===== config.mk =====
export PLATFORM = sky130hd
export DESIGN_NAME = fc_layer_mac
export DESIGN_NICKNAME = d
export VERILOG_FILES = /design/src/rtl/fc_pkg.sv /design/src/rtl/fc_requant.sv /design/src/rtl/fc_layer_mac.sv
export SDC_FILE = /design/constraint.sdc
export NUM_CORES = 1
export LEC_CHECK = 0
export BUFFER_PORTS_ARGS = -buffer_cell sky130_fd_sc_hd__buf_2
export CAP_MARGIN = 20
export CORE_MARGIN = 1
export CORE_UTILIZATION = 35
export DETAILED_ROUTE_END_ITERATION = 8
export PLACE_DENSITY_LB_ADDON = 0.1
export SLEW_MARGIN = 20
export SYNTH_ARGS = -nofsm -noshare
export SYNTH_HDL_FRONTEND = slang
export SYNTH_SLANG_ARGS = --single-unit
export TNS_END_PERCENT = 50

===== constraint.sdc =====
create_clock -name clk -period 6.47 [get_ports clk]
set_input_delay 0.9705 -clock clk [delete_from_list [all_inputs] [get_ports clk]]
set_output_delay 0.9705 -clock clk [all_outputs]
set_load 0.01 [all_outputs]

===== src/rtl/fc_pkg.sv =====
// Shared types and helpers for the fully-connected MAC layer.
package fc_pkg;

  typedef enum logic [2:0] {
    S_IDLE,
    S_LOAD,
    S_MAC,
    S_DRAIN,
    S_EMIT
  } fc_state_e;

  // Address width for an index range of n entries, never narrower than one bit.
  function automatic int unsigned addr_w(input int unsigned n);
    return (n > 1) ? $clog2(n) : 1;
  endfunction

  // Clamp v to the signed range of a w-bit word; caller truncates to w bits.
  function automatic logic signed [63:0] sat_to(input logic signed [63:0] v,
                                                input int unsigned w);
    logic signed [63:0] hi;
    logic signed [63:0] lo;
    hi = (64'sd1 <<< (w - 1)) - 64'sd1;
    lo = -(64'sd1 <<< (w - 1));
    if (v > hi) return hi;
    if (v < lo) return lo;
    return v;
  endfunction

endpackage


===== src/rtl/fc_requant.sv =====
// Combinational requantisation: fraction shift, bias add, optional ReLU, saturate.
module fc_requant
  import fc_pkg::*;
#(
  parameter int unsigned ACC_W   = 32,
  parameter int unsigned OUT_W   = 16,
  parameter int unsigned W_FRAC  = 7,
  parameter bit          RELU_EN = 1'b0
) (
  input  logic signed [ACC_W-1:0] acc,
  input  logic signed [OUT_W-1:0] bias,
  output logic signed [OUT_W-1:0] res
);

  logic signed [ACC_W-1:0] r;

  always_comb begin
    r = (acc >>> W_FRAC) + ACC_W'(bias);
    if (RELU_EN && r[ACC_W-1]) r = '0;
    res = OUT_W'(sat_to(64'(r), OUT_W));
  end

endmodule


===== src/rtl/fc_layer_mac.sv =====
// Fully-connected layer: buffers one input vector, then runs a sequential MAC per neuron.
module fc_layer_mac
  import fc_pkg::*;
#(
  parameter int unsigned N_IN    = 16,
  parameter int unsigned N_OUT   = 10,
  parameter int unsigned IN_W    = 16,
  parameter int unsigned W_W     = 8,
  parameter int unsigned OUT_W   = 16,
  parameter int unsigned ACC_W   = 32,
  parameter int unsigned W_FRAC  = 7,
  parameter bit          RELU_EN = 1'b0,
  localparam int unsigned WA_W   = addr_w(N_IN * N_OUT),
  localparam int unsigned BA_W   = addr_w(N_OUT),
  localparam int unsigned I_W    = addr_w(N_IN)
) (
  input  logic              clk,
  input  logic              rst,
  input  logic              fc_en,
  input  logic [IN_W-1:0]   in_data,
  input  logic              valid_in,
  output logic              in_ready,
  output logic [WA_W-1:0]   weight_addr,
  input  logic [W_W-1:0]    weight,
  output logic [BA_W-1:0]   bias_addr,
  input  logic [OUT_W-1:0]  bias,
  output logic [OUT_W-1:0]  out,
  output logic [BA_W-1:0]   out_idx,
  output logic              valid_out,
  output logic              done,
  output logic              busy
);

  fc_state_e               state_q, state_d;
  logic [I_W-1:0]          in_cnt_q, in_cnt_d;
  logic [I_W-1:0]          i_q, i_d;
  logic [I_W-1:0]          i_dly_q, i_dly_d;
  logic                    mac_vld_q, mac_vld_d;
  logic [BA_W-1:0]         j_q, j_d;
  logic signed [ACC_W-1:0] acc_q, acc_d;
  logic signed [IN_W-1:0]  smp_q [N_IN];
  logic signed [IN_W-1:0]  smp_d [N_IN];
  logic [OUT_W-1:0]        out_q, out_d;
  logic [BA_W-1:0]         out_idx_q, out_idx_d;
  logic                    valid_out_q, valid_out_d;
  logic                    done_q, done_d;
  logic signed [ACC_W-1:0] prod;
  logic signed [OUT_W-1:0] rq_res;

  // Weight memory has one cycle of latency, so the product uses the index issued last cycle.
  assign prod = ACC_W'(smp_q[i_dly_q]) * ACC_W'($signed(weight));

  fc_requant #(
    .ACC_W  (ACC_W),
    .OUT_W  (OUT_W),
    .W_FRAC (W_FRAC),
    .RELU_EN(RELU_EN)
  ) u_requant (
    .acc (acc_q),
    .bias($signed(bias)),
    .res (rq_res)
  );

  always_comb begin
    state_d     = state_q;
    in_cnt_d    = in_cnt_q;
    i_d         = i_q;
    i_dly_d     = i_q;
    mac_vld_d   = 1'b0;
    j_d         = j_q;
    acc_d       = acc_q;
    smp_d       = smp_q;
    out_d       = out_q;
    out_idx_d   = out_idx_q;
    valid_out_d = 1'b0;
    done_d      = 1'b0;
    if (mac_vld_q) acc_d = acc_q + prod;
    case (state_q)
      S_IDLE: begin
        if (fc_en) begin
          state_d  = S_LOAD;
          in_cnt_d = '0;
          i_d      = '0;
          j_d      = '0;
          acc_d    = '0;
        end
      end
      S_LOAD: begin
        if (valid_in) begin
          smp_d[in_cnt_q] = in_data;
          in_cnt_d        = in_cnt_q + I_W'(1);
          if (in_cnt_q == I_W'(N_IN - 1)) begin
            state_d = S_MAC;
            i_d     = '0;
          end
        end
      end
      S_MAC: begin
        mac_vld_d = 1'b1;
        if (i_q == I_W'(N_IN - 1)) begin
          i_d     = '0;
          state_d = S_DRAIN;
        end else begin
          i_d = i_q + I_W'(1);
        end
      end
      S_DRAIN: state_d = S_EMIT;
      S_EMIT: begin
        out_d       = rq_res;
        out_idx_d   = j_q;
        valid_out_d = 1'b1;
        acc_d       = '0;
        if (j_q == BA_W'(N_OUT - 1)) begin
          done_d  = 1'b1;
          state_d = S_IDLE;
        end else begin
          j_d     = j_q + BA_W'(1);
          state_d = S_MAC;
        end
      end
      default: state_d = S_IDLE;
    endcase
  end

  always_ff @(posedge clk) begin
    if (rst) begin
      state_q     <= S_IDLE;
      in_cnt_q    <= '0;
      i_q         <= '0;
      i_dly_q     <= '0;
      mac_vld_q   <= 1'b0;
      j_q         <= '0;
      acc_q       <= '0;
      out_q       <= '0;
      out_idx_q   <= '0;
      valid_out_q <= 1'b0;
      done_q      <= 1'b0;
    end else begin
      state_q     <= state_d;
      in_cnt_q    <= in_cnt_d;
      i_q         <= i_d;
      i_dly_q     <= i_dly_d;
      mac_vld_q   <= mac_vld_d;
      j_q         <= j_d;
      acc_q       <= acc_d;
      out_q       <= out_d;
      out_idx_q   <= out_idx_d;
      valid_out_q <= valid_out_d;
      done_q      <= done_d;
    end
  end

  always_ff @(posedge clk) begin
    smp_q <= smp_d;
  end

  assign in_ready    = (state_q == S_LOAD);
  assign busy        = (state_q != S_IDLE);
  assign weight_addr = WA_W'(int'(j_q) * N_IN + int'(i_q));
  assign bias_addr   = j_q;
  assign out         = out_q;
  assign out_idx     = out_idx_q;
  assign valid_out   = valid_out_q;
  assign done        = done_q;

endmodule


==> impl_results.md, run 1 <==
* Status: complete, but fails checks
* Failing checks: setup timing
* Sequential cell area fraction in the yosys report at 45.07%
* Total Routing Usage GR at 18.50%
* Total CTS buffers at 38
* Site Rows at 88
* Final worst slack at -97.26 ps
* Drt pass-1 iters at 5
* Clock transition at path regs at around 60 ps
* Worst slew pin tran at 824.1 ps
* H-tree depth at 2
* Synth-to-Final Area Change at 23.25%
* Most common cell after layout, fill and taps aside: edfxtp_1
* Instance count of the mapped netlist at 1536
* Share of cells above drive strength 1 at 30.36%
* Achievable Freq at 152.3 MHz
* Hold WC Path Type: reg2reg
* Async SR Flop Fraction at 0%
* Clock Tree Root: clkbuf_16
* Number of synthesized flops with an enable pin at 256
* HPWL Detailed at 38450 um
* Synth Cell Area at 20340 um^2
* Tcrit/Tclk final at 101.5%
* Final setup violation count at 1
* Die X at 243.1 um
* R2R setup slack at -100 ps
* FF-to-FF Start: i_dly_q[0]
* Netlist cell types at 79
* Die Area at 59090 um^2
* Sink Count at 330
* I/O Buffers at 79
* Clock buffer depth at 3
* Vias/cell at 5.012
* Fin Clk Skew at ~27 ps
* WL/cell at roughly 21 um
* Critical Path RT at ~6900 ps
* R2R Path End: acc_q[31]
* Max-slew violations at 0
* Total grt overflow at 0
* Flops & latches, synth at 330
* Vias at about 13000
* Hold-fix buffers, CTS at 0
* Total Nets Final at 2076
* Tmin final at 6567 ps
* Mapped Nets at 1843
* Vias in the first global route at 13720
* Hold Path End: out_idx[1]
* Fill cell count at about 5300
* CORE AREA at 57590 um^2
* Setup crit end kind: flop
* Ys flop type: edfxtp_1
* Relative slew margins at 44.93%
* Worst r2r path cells at 21
* ANT nets after route at 0
* DRC viols at 0
* Final RePlAce weighted congestion at 0.8191
* Unrepaired setup endpoints after global routing: yes
* Most frequent cells in the layout: 256 x edfxtp_1, 150 x fa_1, 139 x buf_4, 125 x inv_1, 99 x nor2_1
* Depth of the worst hold-timing path at 2
* Startpoint types: flop
* Warnings, synthesis at 0
* Initial antenna violation count at 5
* Max Fanout on Critical Path at 6
* Largest net degree at the start of global routing at 54
* Final Hold Fails at 0
* Mapped Avg Cell Area at ~13 um^2
* WS Path Type: reg2reg
* MaxCap Viol Count at 0
* Initial cell density of the core at 35.33%
* Io pins at 80
* Worst Path Arrival at 7040 ps
* Drt total wl at ~54000 um
* Worst min-delay path startpoint: out_idx[1]
* Worst-Skew Late Latency at 560 ps
* CTS tree: built
* Global-route wire length before repair at 83160 um
* Fin cells at about 2600
* DRT iter0 DRCs at 664
* Chip height at 243.1 um
* # placed instances at 2463
[worst max path at each step]
stage	slack, ps	endpoint	from
detailed placement	-410	acc_q[31]	i_dly_q[0]
global route	-280	acc_q[31]	i_dly_q[0]
finish	-100	acc_q[31]	i_dly_q[0]
global placement	-310	acc_q[31]	i_dly_q[0]
CTS	-120	acc_q[31]	i_dly_q[0]
floorplan	3	acc_q[30]	i_dly_q[0]
[repair_timing]
action / 4_1_cts / 5_1_grt
pin swaps: 75 / 50
gates resized for setup: 94 / 62
buffers inserted: 16 / 14
endpoints found under the setup margin: 15 / 15
gates cloned: 4 / 0
[critical path: stages (launching register included)]
cell and delay [ps]:
dfxtp_4 380, buf_12 140, buf_6 100, mux4_2 480
mux4_2 630, and2_4 200, fa_1 560, inv_2 70
buf_6 120, fa_2 590, inv_2 60, fa_1 570
fa_1 430, ha_1 340, ha_4 280, nand4_1 160
o32a_1 420, o31ai_4 90, o2111ai_2 160, and4_1 210
or3_1 330, a21oi_1 120
[metal layers]
metal	GRT usage, %	vias up	routed length [um]
met5	0	-	47
met1	24.70	6606	24120
met2	31.34	173	26620
met3	2.897	75	1760
li1	-	5973	-
met4	4.735	8	1102
[layout make-up]
type / instances / area, um^2 / area share [%]
Tap cell: 765 / 957.2 / 3.818
Timing Repair Buffer: 252 / 2009 / 8.014
Clock inverter: 17 / 188.9 / 0.7535
Clock buffer: 49 / 1012 / 4.037
Antenna cell: 1 / 2.502 / 0.009981
Sequential cell: 330 / 9174 / 36.59
Inverter: 132 / 495.5 / 1.976
Multi-Input combinational cell: 1015 / 11230 / 44.80
[cells in the mapped netlist, types with 7 or more instances]
cell      instances  share of area (%)
mux4_2           80                8.9
a211oi_1          7               0.26
a21o_1           18               0.66
nand2b_1          9               0.28
mux2i_1          18               0.89
nor3_1           25               0.62
o21ai_0          30               0.74
ha_1            102                6.3
clkbuf_1         40               0.74
o32ai_2          10               0.80
buf_1            11               0.20
or3_1            18               0.55
a21oi_1          59                1.5
xor2_1           23               0.99
inv_1           132                2.4
nor2b_1          11               0.34
nand4_1           7               0.22
nand2_1          87                1.6
and2_1           87                2.7
edfxtp_1        256                 38
dfxtp_1          74                7.3
o21a_1           10               0.37
nand3_1          16               0.39
fa_1            161                 16
xnor2_1          29                1.2
nor2_1          112                2.1
[kinds of logic (layout without fill, tap and decap cells)]
group           count (synthesis)  after routing  share of synthesized area [%]
compound gates                196            196                          6.968
xor+xnor                       54             54                          2.399
simple gates                  404            404                          9.988
mux                            98             98                          9.742
flops                         330            330                          45.07
other cells                     0              1                              0
buf+inv                       191            450                          3.715
fa+ha+maj                     263            263                          22.12
[state kept, by name, indices dropped and copies added (netlist names)]
signal     flops
out_idx        4
acc_q         32
i_dly_q        4
bias_addr      4
smp_q        256
state_q        3
valid_out      1
out           16
in_cnt_q       4
i_dly_d        4
mac_vld_q      1
done           1
[stage by stage]
stage	instance area [um^2]	worst slack, ps	setup TNS (ps)	hold WS (ps)	utilization (%)
final	25070	-97.26	-97.26	452.7	43.54
after global routing	25070	-281.2	-1328	486.3	43.54
after CTS	24730	-117.2	-248.1	454.0	42.95
after detailed placement	22750	-410.0	-3277	446.8	39.51
after global placement	22750	-309.6	-2503	440.9	39.51
after floorplan	20420	3.499	0	448.6	-
Power of run 1 is left out: the tool's default activity adds up to more than one toggle a clock period on the data nets, which glitch-free logic cannot reach.
==> run 2, diff against run 1 <==
CORE_MARGIN = 4   (was 1)
==> impl_results.md, run 2 (synthesis results as in run 1) <==
* Status: complete, but fails checks
* Failing checks: setup timing
* WL/cell at 21.09 um
* Achievable Freq at between 150 and 200 MHz
* Worst-Skew Late Latency at 570 ps
* Vias at 12710
* Hold WC Path Type: reg2reg
* Most frequent CP cell: fa_1
* Final Hold Fails at 0
* Slowest cell on crit path: fa_1
* Hold-fix buffers, CTS at 0
* Tmin final at 6577 ps
* M1 GR Usage at 24.85%
* Final setup violation count at 4
* Total CTS buffers at 39
* M2 GR Usage at 28.76%
* Critical path's top delay family: adder cells
* Tcrit/Tclk final at 101.7%
* Die Area at roughly 62000 um^2
* H-tree depth at 2
* Drt total wl at about 54000 um
* Fill cell count at 5282
* Synth-to-Final Area Change at 23.56%
* CP peak stage delay at 570 ps
* Number of flip-flops under the largest register name at roughly 260
* Crit path depth at 21
* Max Fanout on Critical Path at 8
* Setup crit end kind: flop
* DRC viols at 0
* Startpoint types: flop
* Largest net degree at the start of global routing at 54
* Fin Clk Skew at 32.36 ps
* Relative slew margins at 28.60%
* Placed cell areas at 22700 um^2
* Most frequent cells in the layout: 256 x edfxtp_1, 149 x fa_1, 141 x buf_4, 128 x inv_1, 97 x nor2_1
* R2R setup slack at -110 ps
* I/O Buffers at 79
* ANT nets after route at 0
* WS Path Type: reg2reg
* HPWL Detailed at 39550 um
* Max-slew violations at 0
* Largest Register: smp_q
* MaxCap Viol Count at 0
* Vias/cell at 4.943
* Clock buffer depth at 3
* Worst min-delay path startpoint: out_idx[3]
* Multi-input gate area at 11200 um^2
* Grt met3 use at 2.735%
* Drt pass-1 iters at 5
* Worst Path Arrival at between 7000 and 8000 ps
* Io pins at 80
* Worst slew pin tran at 1065 ps
* Depth of the worst hold-timing path at 2
* Clock transition at path regs at 50 ps
* Most common cell after layout, fill and taps aside: edfxtp_1
* Global-route wire length before repair at 83720 um
* Post-route cell area at 25140 um^2
* FF-to-FF Start: i_dly_q[0]
* Clock Tree Root: clkbuf_16
* Initial cell density of the core at 35.33%
* Share of cells above drive strength 1 at 30.58%
* Cell Chain, Critical Path: buf_12 -> buf_6 -> mux4_2 -> mux4_2 -> and2_4 -> fa_1 -> inv_1 -> fa_1 -> inv_2 -> fa_1 -> fa_1 -> fa_1 -> ha_4 -> a21oi_4 -> o21bai_4 -> a211o_1 -> and2_4 -> a221o_1 -> a311oi_2 -> xor2_1 -> o21ai_1
* Final RePlAce weighted congestion at between 0.8 and 0.9
* CORE AREA at 57590 um^2
* Vias in the first global route at 13650
* Sink Count at 330
* Unrepaired setup endpoints after global routing: yes
* Worst r2r path cells at 21
* Total Routing Usage GR at between 10% and 20%
* Buf/Inv on CP at 4
* Die X at between 200 and 250 um
* Total grt overflow at 0
* CP Launch Point: i_dly_q[0]
* Final worst slack at -107.4 ps
* Site Rows at a little under 90
* CTS tree: built
* Critical Path RT at 6900 ps
* Chip height at 249.1 um
* Busiest grt layer: met2
* Total Nets Final at 2083
* Sequential standard cell area at 9174 um^2
* Initial antenna violation count at 13
* DRT iter0 DRCs at 616
[run 2: changes by cell type in the layout (fill, tap and decap cells not counted), sizes merged]
cell / change
buf: +5
clkbuf: +2
clkinv: +3
clkinvlp: -1
diode: +1
inv: +1
[run 2: worst register-to-register path: cells and delay by family (launching register included)]
family	cells	cell delay [ps]
AO/OA/AOI/OAI	6	1320
XOR/XNOR	1	180
adder cells (fa/ha/maj)	6	2810
buffers and inverters	4	370
flip-flops	1	410
multiplexers	2	1010
AND/OR/NAND/NOR	2	360
[run 2: layer usage]
metal,wire [um],share of wire (%)
met3,1864,3.4
met2,26110,48
met5,46,0.085
met1,25340,47
met4,881,1.6
[run 2: metrics by stage]
stage	TNS, ps	std cells	setup slack [ps]	hold slack, ps	util, %
2_1_floorplan	0	1536	3.499	448.6	-
3_5_place_dp	-1631	2459	-365.4	450.3	39.42
6_report	-285.1	2572	-107.4	453.6	43.65
4_1_cts	-441.0	2553	-166.0	458.1	42.61
5_1_grt	-1504	2570	-267.3	476.5	43.64
3_3_place_gp	-1647	2459	-305.9	440.6	39.42
[run 2: final timing paths]
kind / to
max: acc_q[30]
min: out_idx[3]
max reg2reg: acc_q[30]
min reg2reg: out_idx[3]
[run 2: what timing repair did]
| item | in CTS | in global routing |
|---|---|---|
| endpoints found under the setup margin | 10 | 14 |
| setup buffers | 23 | 17 |
| pin swaps | 50 | 72 |
| gates cloned | 1 | 1 |
| gates resized for setup | 76 | 82 |
[run 2: final cells by class]
cell class	count	share of cell area, %
sequential	330	36.50
clock buffer	50	4.246
tap	765	3.808
clock inverter	20	0.8263
timing repair buffer	258	8.074
antenna	2	0.01991
multi-input combinational	1015	44.56
inverter	132	1.971
Power of run 2 is left out for the same reason.
==> run 3, diff against run 2 <==
SETUP_SLACK_MARGIN = 0.05   (was not set)
==> impl_results.md, run 3 (synthesis results as in run 1) <==
* Unrepaired setup endpoints after global routing: yes
* Total Nets Final at 2076
* Final Hold Fails at 0
* Vias at 12880
* Clock buffer depth at 3
* Die Area at 62050 um^2
* CTS tree: built
* N_diodes at 0
* Worst slew pin tran at 970.0 ps
* Most common cell after layout, fill and taps aside: edfxtp_1
* DRC viols at 0
* Tcrit/Tclk final at 101.5%
* Fin Clk Skew at 32.16 ps
* I/O Buffers at 79
* Total grt overflow at 0
* Sink Count at 330
* Status: complete, but fails checks
* Clock transition at path regs at 60 ps
* Die X at 249.1 um
* ANT nets after route at 0
* Synth-to-Final Area Change at 24.34%
* Chip height at between 200 and 250 um
* HPWL Detailed at 39620 um
* H-tree depth at 2
* Tmin final at around 6600 ps
* Fill cell count at 5283
* Max Fanout on Critical Path at 7
* Number of flip-flops under the largest register name at between 200 and 300
* DRT iter0 DRCs at 727
* Relative slew margins at 35.20%
* Final setup violation count at 3
* CORE AREA at 57590 um^2
* Worst-Skew Late Latency at 560 ps
* Drt total wl at around 57000 um
* Final worst slack at -98.17 ps
* Fin cells at 2562
* Final RePlAce weighted congestion at just over 0.8
* Initial antenna violation count at 9
* Total Routing Usage GR at 18.27%
* Vias/cell at 5.028
* Failing checks: setup timing
* WL/cell at 22.14 um
* Worst Path Arrival at 7010 ps
* Largest net degree at the start of global routing at 54
* Share of cells above drive strength 1 at 31.33%
* Startpoint types: flop
* Global-route wire length before repair at approximately 87000 um
* # placed instances at 2454
* Max-slew violations at 0
* Clock Tree Root: clkbuf_16
* Achievable Freq at 152.3 MHz
* WS Path Type: reg2reg
* Total CTS buffers at 39
* Hold WC Path Type: reg2reg
* Site Rows at 88
* MaxCap Viol Count at 0
* Vias in the first global route at about 14000
* Io pins at 80
* Critical Path RT at a little under 7000 ps
* Initial cell density of the core at 35.33%
* Setup crit end kind: flop
* Largest Register: smp_q
* Drt pass-1 iters at 5
* Most frequent cells in the layout: 256 x edfxtp_1, 146 x fa_1, 129 x buf_4, 127 x inv_1, 94 x nor2_1
## run 3: cell type report
| class | count | area, um^2 | share of cell area (%) |
|---|---|---|---|
| multi-input combinational | 1015 | 11300 | 44.67 |
| sequential | 330 | 9174 | 36.27 |
| timing repair buffer | 251 | 2102 | 8.310 |
| clock buffer | 47 | 1036 | 4.096 |
| tap | 765 | 957.2 | 3.784 |
| inverter | 132 | 495.5 | 1.959 |
| clock inverter | 22 | 231.5 | 0.9151 |
## run 3: per-layer routing
metal  track usage (%)  vias up  share of wire (%)
met2             30.66      223                 49
li1                  -     5978                  -
met1             25.20     6600                 45
met4             3.905       12                1.9
met5                 0        -               0.12
met3             3.122       70                4.2
## run 3: what timing repair did
action / CTS / global route
gates cloned: 7 / 0
pin swaps: 100 / 44
endpoints found under the setup margin: 15 / 18
hold buffers: 0 / 0
hold endpoints to repair: 0 / 0
resized for setup: 124 / 45
buffers inserted: 33 / 5
## run 3: final timing paths
check / startpoint / endpoint / slack, ps / depth (start not counted)
hold / removal: out_idx[3] / out_idx[3] / 450 / 2
setup reg to reg: i_dly_q[0] / acc_q[30] / -100 / 22
hold reg to reg: out_idx[3] / out_idx[3] / 450 / 2
setup / recovery: i_dly_q[0] / acc_q[30] / -100 / 22
## run 3: through the flow
step / setup slack, ps / area, um^2 / hold slack (ps) / utilization (%) / setup TNS [ps]
floorplan: 61.84 / 20500 / 448.6 / - / 0
global placement: -371.7 / 22730 / 442.0 / 39.46 / -2580
detailed placement: -448.7 / 22730 / 447.7 / 39.46 / -2753
CTS: -146.9 / 25140 / 455.5 / 43.65 / -427.3
global route: -303.6 / 25300 / 475.0 / 43.93 / -2019
finish: -98.17 / 25300 / 451.1 / 43.93 / -139.7
## run 3: critical path: stages, from the launching register on
cell      delay [ps]
dfxtp_4          450
buf_12           170
buf_12           110
mux4_2           490
mux4_2           560
and2_4           190
fa_1             490
inv_1             50
fa_1             500
inv_2             40
fa_1             530
fa_1             440
fa_1             560
ha_4             220
buf_6            120
a21oi_4          150
o21bai_4          80
a211o_1          320
and2_4           160
a221o_1          330
a311oi_2         230
xor2_1           180
o21ai_1           80
Power of run 3 is left out for the same reason.
